<file path="config.mk">
export PLATFORM = sky130hd
export DESIGN_NAME = sha1_block_feeder
export DESIGN_NICKNAME = d
export VERILOG_FILES = /design/src/rtl/sha1_block_feeder.sv
export SDC_FILE = /design/constraint.sdc
export NUM_CORES = 1
export LEC_CHECK = 0
export CAP_MARGIN = 20
export CORE_ASPECT_RATIO = 1.1
export CORE_MARGIN = 4
export CORE_UTILIZATION = 45
export CTS_BUF_LIST = sky130_fd_sc_hd__clkbuf_4 sky130_fd_sc_hd__clkbuf_8
export DETAILED_ROUTE_END_ITERATION = 12
export GPL_TIMING_DRIVEN = 0
export PLACE_DENSITY = 0.64
export SETUP_SLACK_MARGIN = 0.05
export SLEW_MARGIN = 20
export SYNTH_ARGS = -nofsm -noshare
export SYNTH_HDL_FRONTEND = slang
export SYNTH_SLANG_ARGS = --single-unit
</file>
<file path="constraint.sdc">
create_clock -name clk -period 5.8 [get_ports clk]
set_input_delay 1.16 -clock clk [delete_from_list [all_inputs] [get_ports clk]]
set_output_delay 1.16 -clock clk [all_outputs]
set_load 0.02 [all_outputs]
</file>
<file path="src/rtl/sha1_block_feeder.sv">
// SHA-1 block feeder: pads a big-endian 32-bit word stream into 512-bit blocks and streams them
// at one round per clock. Define SHA1_FEED_DOUBLE_BUF_EN for ping-pong buffering (default: single).
module sha1_block_feeder (
    input  logic        clk,
    input  logic        rst_n,
    input  logic [31:0] in_data,
    input  logic        in_valid,
    output logic        in_ready,
    input  logic        in_last,
    input  logic [2:0]  in_bytes,
    output logic [31:0] Din,
    output logic        load6,
    output logic        phase_advance7,
    output logic        blk_first,
    output logic        blk_final,
    output logic        msg_done
);
`ifdef SHA1_FEED_DOUBLE_BUF_EN
    localparam bit DBL = 1'b1;
`else
    localparam bit DBL = 1'b0;
`endif

    typedef enum logic [2:0] {FILL, MARK, ZERO, LENHI, LENLO, HOLD} fill_state_t;
    typedef enum logic [1:0] {S_IDLE, S_PRE, S_RUN} stream_state_t;

    // Both buffers always exist; in single-buffer builds buffer 1 is never selected.
    logic [31:0]   mem [2][16];
    logic [1:0]    full, full_d, first_f, final_f, avail;
    fill_state_t   state, state_d, ret, ret_d, pad_next;
    logic          fb, fb_d;
    logic [3:0]    wi;
    logic [63:0]   bit_cnt, bit_cnt_d;
    logic          first_pend, first_pend_d;
    logic [5:0]    last_bits;
    logic          accept, wr_en, complete, release_en, last_blk;
    logic [31:0]   wr_data;

    stream_state_t ss, ss_d;
    logic [6:0]    r, r_d;
    logic          rb, rb_d;
    logic          pa7_d, load_d;

    assign accept = in_valid && in_ready;

    // NOTE: every signal driven here gets a default first, so no latch can be inferred.
    always_comb begin
        release_en   = (ss == S_RUN) && (r == 7'd79);
        avail[0]     = !full[0] || (release_en && !rb);
        avail[1]     = !full[1] || (release_en && rb);
        last_bits    = (in_bytes >= 3'd4) ? 6'd32 : {1'b0, in_bytes[1:0], 3'b000};
        pad_next     = (wi == 4'd13) ? LENHI : ZERO;
        wr_en        = 1'b0;
        wr_data      = '0;
        last_blk     = 1'b0;
        state_d      = state;
        ret_d        = ret;
        bit_cnt_d    = bit_cnt;
        first_pend_d = first_pend;

        case (state)
            FILL: if (accept) begin
                if (!in_last) begin
                    wr_en     = 1'b1;
                    wr_data   = in_data;
                    bit_cnt_d = bit_cnt + 64'd32;
                end else begin
                    bit_cnt_d = bit_cnt + {58'd0, last_bits};
                    wr_en     = (in_bytes != 3'd0);
                    state_d   = pad_next;
                    // A partial last word carries its own 0x80 marker.
                    case (in_bytes)
                        3'd0:    state_d = MARK;
                        3'd1:    wr_data = {in_data[31:24], 24'h80_0000};
                        3'd2:    wr_data = {in_data[31:16], 16'h8000};
                        3'd3:    wr_data = {in_data[31:8], 8'h80};
                        default: begin
                            wr_data = in_data;
                            state_d = MARK;
                        end
                    endcase
                end
            end
            MARK: begin
                wr_en   = 1'b1;
                wr_data = 32'h8000_0000;
                state_d = pad_next;
            end
            ZERO: begin
                wr_en   = 1'b1;
                state_d = pad_next;
            end
            LENHI: begin
                wr_en   = 1'b1;
                wr_data = bit_cnt[63:32];
                state_d = LENLO;
            end
            LENLO: begin
                wr_en     = 1'b1;
                wr_data   = bit_cnt[31:0];
                last_blk  = 1'b1;
                bit_cnt_d = '0;
                state_d   = FILL;
            end
            HOLD:    if (avail[fb]) state_d = ret;
            default: state_d = FILL;
        endcase

        complete = wr_en && (wi == 4'd15);
        fb_d     = complete ? (fb ^ DBL) : fb;
        if (complete) begin
            first_pend_d = last_blk;
            if (!(DBL && avail[~fb])) begin
                ret_d   = state_d;
                state_d = HOLD;
            end
        end

        full_d = full;
        if (release_en) full_d[rb] = 1'b0;
        if (complete)   full_d[fb] = 1'b1;
    end

    always_comb begin
        ss_d = ss;
        r_d  = r;
        rb_d = rb;
        case (ss)
            S_IDLE: if (full[rb]) ss_d = S_PRE;
            S_PRE: begin
                ss_d = S_RUN;
                r_d  = '0;
            end
            S_RUN: begin
                if (r == 7'd79) begin
                    rb_d = rb ^ DBL;
                    if (DBL && full[~rb]) r_d = '0;
                    else                  ss_d = S_IDLE;
                end else begin
                    r_d = r + 7'd1;
                end
            end
            default: ss_d = S_IDLE;
        endcase

        // Outputs are registered from the next stream state so they line up with the round.
        load_d = (ss_d == S_RUN) && (r_d < 7'd16);
        pa7_d  = (ss_d == S_PRE) ||
                 ((ss_d == S_RUN) && ((r_d == 7'd19) || (r_d == 7'd39) || (r_d == 7'd59) ||
                                      ((r_d == 7'd79) && DBL && full_d[~rb_d])));
    end

    always_ff @(posedge clk) begin
        if (!rst_n) begin
            state          <= FILL;
            ret            <= FILL;
            wi             <= '0;
            fb             <= 1'b0;
            full           <= '0;
            first_f        <= '0;
            final_f        <= '0;
            bit_cnt        <= '0;
            first_pend     <= 1'b1;
            in_ready       <= 1'b0;
            ss             <= S_IDLE;
            r              <= '0;
            rb             <= 1'b0;
            Din            <= '0;
            load6          <= 1'b0;
            phase_advance7 <= 1'b0;
            blk_first      <= 1'b0;
            blk_final      <= 1'b0;
            msg_done       <= 1'b0;
        end else begin
            state      <= state_d;
            ret        <= ret_d;
            fb         <= fb_d;
            full       <= full_d;
            bit_cnt    <= bit_cnt_d;
            first_pend <= first_pend_d;
            in_ready   <= (state_d == FILL) && !full_d[fb_d];
            if (wr_en) wi <= wi + 4'd1;
            if (complete) begin
                first_f[fb] <= first_pend;
                final_f[fb] <= last_blk;
            end
            ss             <= ss_d;
            r              <= r_d;
            rb             <= rb_d;
            load6          <= load_d;
            Din            <= load_d ? mem[rb_d][r_d[3:0]] : 32'd0;
            phase_advance7 <= pa7_d;
            blk_first      <= (ss_d == S_RUN) && (r_d == 7'd0) && first_f[rb_d];
            blk_final      <= (ss_d == S_RUN) && (r_d == 7'd0) && final_f[rb_d];
            msg_done       <= release_en && final_f[rb];
        end
    end

    // NOTE: buffer storage is not reset; a word is only streamed after it has been written.
    always_ff @(posedge clk) begin
        if (wr_en) mem[fb][wi] <= wr_data;
    end

endmodule

</file>
# [After elaboration in Yosys (flattened, before gate mapping)]
# Memory sizes are Yosys's and may differ from the RTL's.
# Cells that the tools add are included.
[totals] register_bits=126 mem_bits_rw=1024 input_bits=39 wordCells=110 memories=1
[mem_list] memory="mem" depth=2 width=512 rd=1 rd_clocked_by_memory_dff=0 write_ports=1 line_no="28" text="logic [31:0] mem [2][16];"
[op_classes] n_addsub=4 order_cmp=5 eq_ne=19 mux=33 bitwise_logic=2 reduce_logical=29
[ops] op="$mux W512" n=1
[ops] op="$pmux W32 S4" n=2
[ops] op="$mux W32" n=5
[ops] op="$bmux W32 S4" n=1
[ops] op="$demux W32 S4" n=1
[ops] op="$mux W64" n=2
[ops] op="$pmux W64 S2" n=1
[ops] op="$add A64 B6 Y64" n=1
[ops] op="$add A64 B6 Y64 const B" n=1
[ops] op="$eq A7 B6 Y1 const B" n=2
[ops] op="$pmux W7 S2" n=1
[ops] op="$eq A3 B2 Y1 const B" n=4
[ops] op="$mux W3" n=4
[ops] op="$pmux W3 S4" n=1
[ops] op="$logic_and A1 B1 Y1" n=11
[ops] op="$ge A5 B5 Y1 const B" n=2
[ops] op="$not A4 Y5" n=2
[ops] op="$logic_not A3 Y1" n=3
[ops] op="$eq A4 B4 Y1 const B" n=2
[ops] op="$add A7 B1 Y7 const B" n=1
[ops] op="$eq A7 B5 Y1 const B" n=1
[ops] op="$eq A7 B7 Y1 const B" n=1
[ops] op="$logic_not A7 Y1" n=1
[ops] op="$lt A7 B5 Y1 const B" n=1
[ops] op="other kinds (23)" n=40

# [Longest topological paths before layout]
[logic_depth] depth_word=9 mapped_depth=12 depth_no_buf=10

# [Worst setup path after synthesis]
# Ideal clock, no wire load.
[synth_path] path_type="input port to flip-flop" from="input in_last" to="memory mem[0][384] in the netlist's numbering, enable pin" setup_time_ns=0.461 arrival_ns=4.387 slack_ns=0.952 path_stages=5 n_path_buf=1 cell_sequence="clkbuf_1 > nor4b_1 > o32ai_2 > nand2_1 > nor3_1"
[synth_via] elab_chain_len=5
[synth_rtl] element="start, declared" line_no="9" text="input logic in_last,"
[synth_rtl] element="$mux W1" line_no="63" text="if (!in_last) begin"
[synth_rtl] element="$mux W1" line_no="62" text="FILL: if (accept) begin"
[synth_rtl] element="$pmux W1 S2" line_no="61" text="case (state)"
[synth_rtl] element="$mux W1" line_no="201" text="if (wr_en) mem[fb][wi] <= wr_data;"
[synth_rtl] element="$mux W512 (not written as such)" line_no="201"
[synth_rtl] element="end, declared" line_no="28"
# No other way between the ends.

# [Worst setup path after layout]
[layout_path] from="input in_bytes[0]" to="register bit_cnt[61]"
[layout_via] elab_chain_len=6
[layout_rtl] element="start, declared" line_no="10" text="input logic [2:0] in_bytes,"
[layout_rtl] element="$ge A3 B3 Y1" line_no="51" text="last_bits = (in_bytes >= 3'd4) ? 6'd32 : {1'b0, in_bytes[1:0], 3'b000};"
[layout_rtl] element="$mux W6 *" line_no="51"
[layout_rtl] element="$add A64 B6 Y64 *" line_no="68" text="bit_cnt_d = bit_cnt + {58'd0, last_bits};"
[layout_rtl] element="$mux W64 *" line_no="63"
[layout_rtl] element="$mux W64 *" line_no="62"
[layout_rtl] element="$pmux W64 S2 *" line_no="61"
[layout_rtl] element="end signal, assigned" line_no="179" text="bit_cnt <= bit_cnt_d;"
[layout_rtl] element="end, declared" line_no="33" text="logic [63:0] bit_cnt, bit_cnt_d;"
# Every way passes the cells marked *; elsewhere a longest branch is shown, timed or not. The select of a mux whose other input is x is not followed.
# A chain may end at the register's enable or synchronous reset.

==> qor.txt <==
largest net degree at the start of global routing: 38
crit path kind: input port to flip-flop
P&R area growth vs syn: 17.58%
delay-heaviest family, CP: compound AO/OA/AOI/OAI gates
EDFF count, synth: 512
Detailed Place HPWL: 46430 um
layout cells sized above 1: 14.12%
grt ovf: 0
Synth warnings: 0
critical path arrival: 4430 ps
sw frac: 20.91%
Final Hold Vio Count: 0
Avg WL per Cell: 24.87 um
area of the multi-input gates: 7193 sq um
Post-CTS Hold Fix Bufs: 0
Leak Pwr: 9.563 nW
drt initial violations: 2080
worst hold path type: flip-flop to flip-flop
Clock Latency Late Sink: 680 ps
Final Setup Violations: 0
Mapped Avg Cell Area: 14.63 sq um
FILL cells: 4618
total CTS buffers: 101
Max IR drop VDD: 0.1565 mV
core footprint: 56130 sq um
Seq. cell area: 17820 sq um
clock network fraction of total power: 42.8%
vias in the first global route: 15.82k
routed vias/inst: 5.811
Power Density: 304.0 nW/um^2
combinational power share: 2.8%
Die Ht: 258.1 um
R2R Setup Slk: 2120 ps
DRC viols: 0
die width: 235.4 um
post-cts sizing count: 0
Clock Tree Root: clkbuf_8
Hold Crit Start: first_pend$_SDFFE_PN1P_
worst-margin pin slew: 1099 ps
setup bufs post-CTS: 0
syn nets: 1802
crit-path cells: clkdlybuf4s50_1, nor2b_1, ha_1, inv_1, fa_1, nor2b_1, o211ai_1, a2111oi_2, nand4_1, nor3_1, mux2_2
antenna viol nets, final: 0
Final nets: 2017
Critical R2R Launch: ss[1]$_SDFF_PN0_
R2R Path End: Din[19]$_SDFF_PN0_
status: complete, no violations
first-pass GRT wire length: 102300 um
worst setup skew after layout: 35.20 ps
mapped cell area: 25590 sq um
GRT Overall Usage: 22.39%
Crit. End Element: flip-flop
Pwr Total: 9.145 mW
Flop pwr share: 54.4%
CTS Sinks: 634
Clk pin slew, worst setup/hold paths: 60 ps
critical path launch point type: input port
Int Pwr: 7.233 mW
cell mode on critical path: nor2b_1
Slowest Stage Delay on Critical Path: 730 ps
Slew Viols, Final: 0
post-synth cell types: 73
Core Util, Final: 53.60%
hold depth: 2
Achievable Freq: 257.3 MHz
Cells after Synth: 1749
row count: 91
Port Buffers: 74
Post-Route WL: 69400 um
io pins: 77
via count: 16.22k
CTS tree: done
clock buffer depth: 3
routability cong.: 0.8917
max_slew headroom: 26.12%
CP required: 6340 ps
post-synthesis async set-or-reset flop share: 0%
Final Critical Period: 3887 ps
Seq/Total Area, Yosys: 69.63%
die area: 60750 sq um
H-tree levels: 3
maximum fanout along the worst path: 5
Hold EP: first_pend$_SDFFE_PN1P_
flops & latches, synth: 634
worst hold slack: 471.8 ps
DR pass1 iterations: 8
slowest CP cell: a2111oi_2
WP buf/inv: 2
RSZ-0062 raised after global routing: false
Antenna diodes: 0
Post-synth top flop: edfxtp_1
Switch Pwr: 1.912 mW
max cap viols: 0
final period utilization: 67.02%
initial antenna violation count: 0
worst reg-to-reg path cell count: 10
Initial Util: 45.59%
per-layer routing:
metal	global-route usage [%]	routed length, um	vias to the layer above
li1	-	-	7242
met1	29.86	28280	8100
met2	37.02	33610	763
met3	4.229	5525	113
met4	7.913	1982	0
met5	0	0	-
power by group through the flow:
stage	registers [mW]	logic [mW]	clock network [mW]
after global routing	4.97	0.276	4.21
after floorplan	5.07	0.130	0
after global placement	5.07	0.230	0
final	4.97	0.257	3.91
after CTS	4.97	0.254	3.98
after detailed placement	5.07	0.253	0
cell families after synthesis:
kind of cell	after synthesis	share of synthesized area (%)
flip-flops	634	69.63
AND/OR/NAND/NOR	402	7.853
AO/OA/AOI/OAI	274	8.346
multiplexers	226	8.845
buffers and inverters	142	2.665
XOR/XNOR	57	1.951
adder cells (fa/ha/maj)	14	0.7139
cell usage in the layout, fill, tap and decap left out, types with 10 or more instances in the layout:
| cell type | synthesis | layout |
|---|---|---|
| mux2i_1 | 225 | 225 |
| o22ai_1 | 99 | 99 |
| o32ai_1 | 34 | 34 |
| nand2b_1 | 10 | 10 |
| xor2_1 | 37 | 37 |
| buf_4 | 9 | 29 |
| ha_1 | 13 | 13 |
| clkdlybuf4s50_1 | 0 | 74 |
| nor2_1 | 161 | 151 |
| edfxtp_1 | 512 | 512 |
| o21ai_0 | 14 | 14 |
| nor3_1 | 21 | 17 |
| dfxtp_1 | 122 | 122 |
| xnor2_1 | 20 | 20 |
| inv_1 | 46 | 45 |
| o41a_1 | 32 | 32 |
| and3_1 | 13 | 13 |
| nor2_4 | 0 | 10 |
| nor2b_1 | 14 | 13 |
| buf_2 | 20 | 20 |
| buf_16 | 0 | 12 |
| clkbuf_8 | 0 | 118 |
| clkbuf_4 | 0 | 39 |
| nand2_1 | 56 | 56 |
| and2_1 | 16 | 16 |
| nand3_1 | 29 | 29 |
| nand4_1 | 34 | 34 |
| a222oi_1 | 25 | 25 |
| clkinv_1 | 0 | 10 |
| clkinv_2 | 0 | 12 |
| a21oi_1 | 20 | 20 |
| buf_6 | 12 | 12 |
| clkbuf_1 | 52 | 52 |
area by class of cell:
cell class	count	area share [%]
Inverter	46	0.5822
Clock inverter	29	0.6778
Buffer	96	1.693
Timing Repair Buffer	112	4.458
Multi-Input combinational cell	973	23.91
Sequential cell	634	59.22
Tap cell	744	3.094
Clock buffer	157	6.371
how the worst max path moves through the flow:
stage                     start                        to  slack (ps)  cells after the start
floorplan               in_last     mem[0][384]$_DFFE_PP_         950                      5
global placement    in_bytes[2]     mem[0][390]$_DFFE_PP_       -2290                      5
detailed placement  in_bytes[0]  bit_cnt[61]$_SDFFE_PN0P_        1310                     11
CTS                 in_bytes[2]  bit_cnt[61]$_SDFFE_PN0P_        2010                     11
global route        in_bytes[2]  bit_cnt[59]$_SDFFE_PN0P_        1740                     12
finish              in_bytes[0]  bit_cnt[61]$_SDFFE_PN0P_        1910                     11
synthesized netlist by cell type (13+ instances only):
library cell  number  area (sq um)
xor2_1            37         324.1
mux2i_1          225          2252
o21ai_0           14         70.07
and2_1            16         100.1
o41a_1            32         360.4
buf_2             20         100.1
dfxtp_1          122          2442
nor3_1            21         105.1
a21oi_1           20         100.1
nand3_1           29         145.1
o32ai_1           34         297.8
ha_1              13         162.7
inv_1             46         172.7
and3_1            13         81.33
nand2_1           56         210.2
nor2_1           161         604.3
edfxtp_1         512         15370
clkbuf_1          52         195.2
a222oi_1          25         250.2
xnor2_1           20         175.2
nand4_1           34         212.7
o22ai_1           99         619.3
nor2b_1           14         87.58
sequential cells by signal (all words and copies together), names as in the netlist:
signal,flops
blk_first,1
in_ready,1
ret,3
mem,512
load6,1
state,3
wi,4
phase_advance7,1
Din,32
ss,2
msg_done,1
first_pend,1
bit_cnt,61
final_f,1
first_f,1
r,7
full,1
blk_final,1
tightest hold or removal path, cell delays in order (launching register included):
cell,delay [ps]
dfxtp_1,310
nand2_1,50
nand3_1,60
metrics by stage:
stage	setup slack (ps)	instances	area, sq um	TNS [ps]
2_1_floorplan	952.5	1749	25590	0
3_3_place_gp	-2290	2567	27260	-421360
3_5_place_dp	1313	2605	27970	0
4_1_cts	2006	2791	30090	0
5_1_grt	1743	2791	30090	0
6_report	1913	2791	30090	0
(Power assumes the default switching activity.)
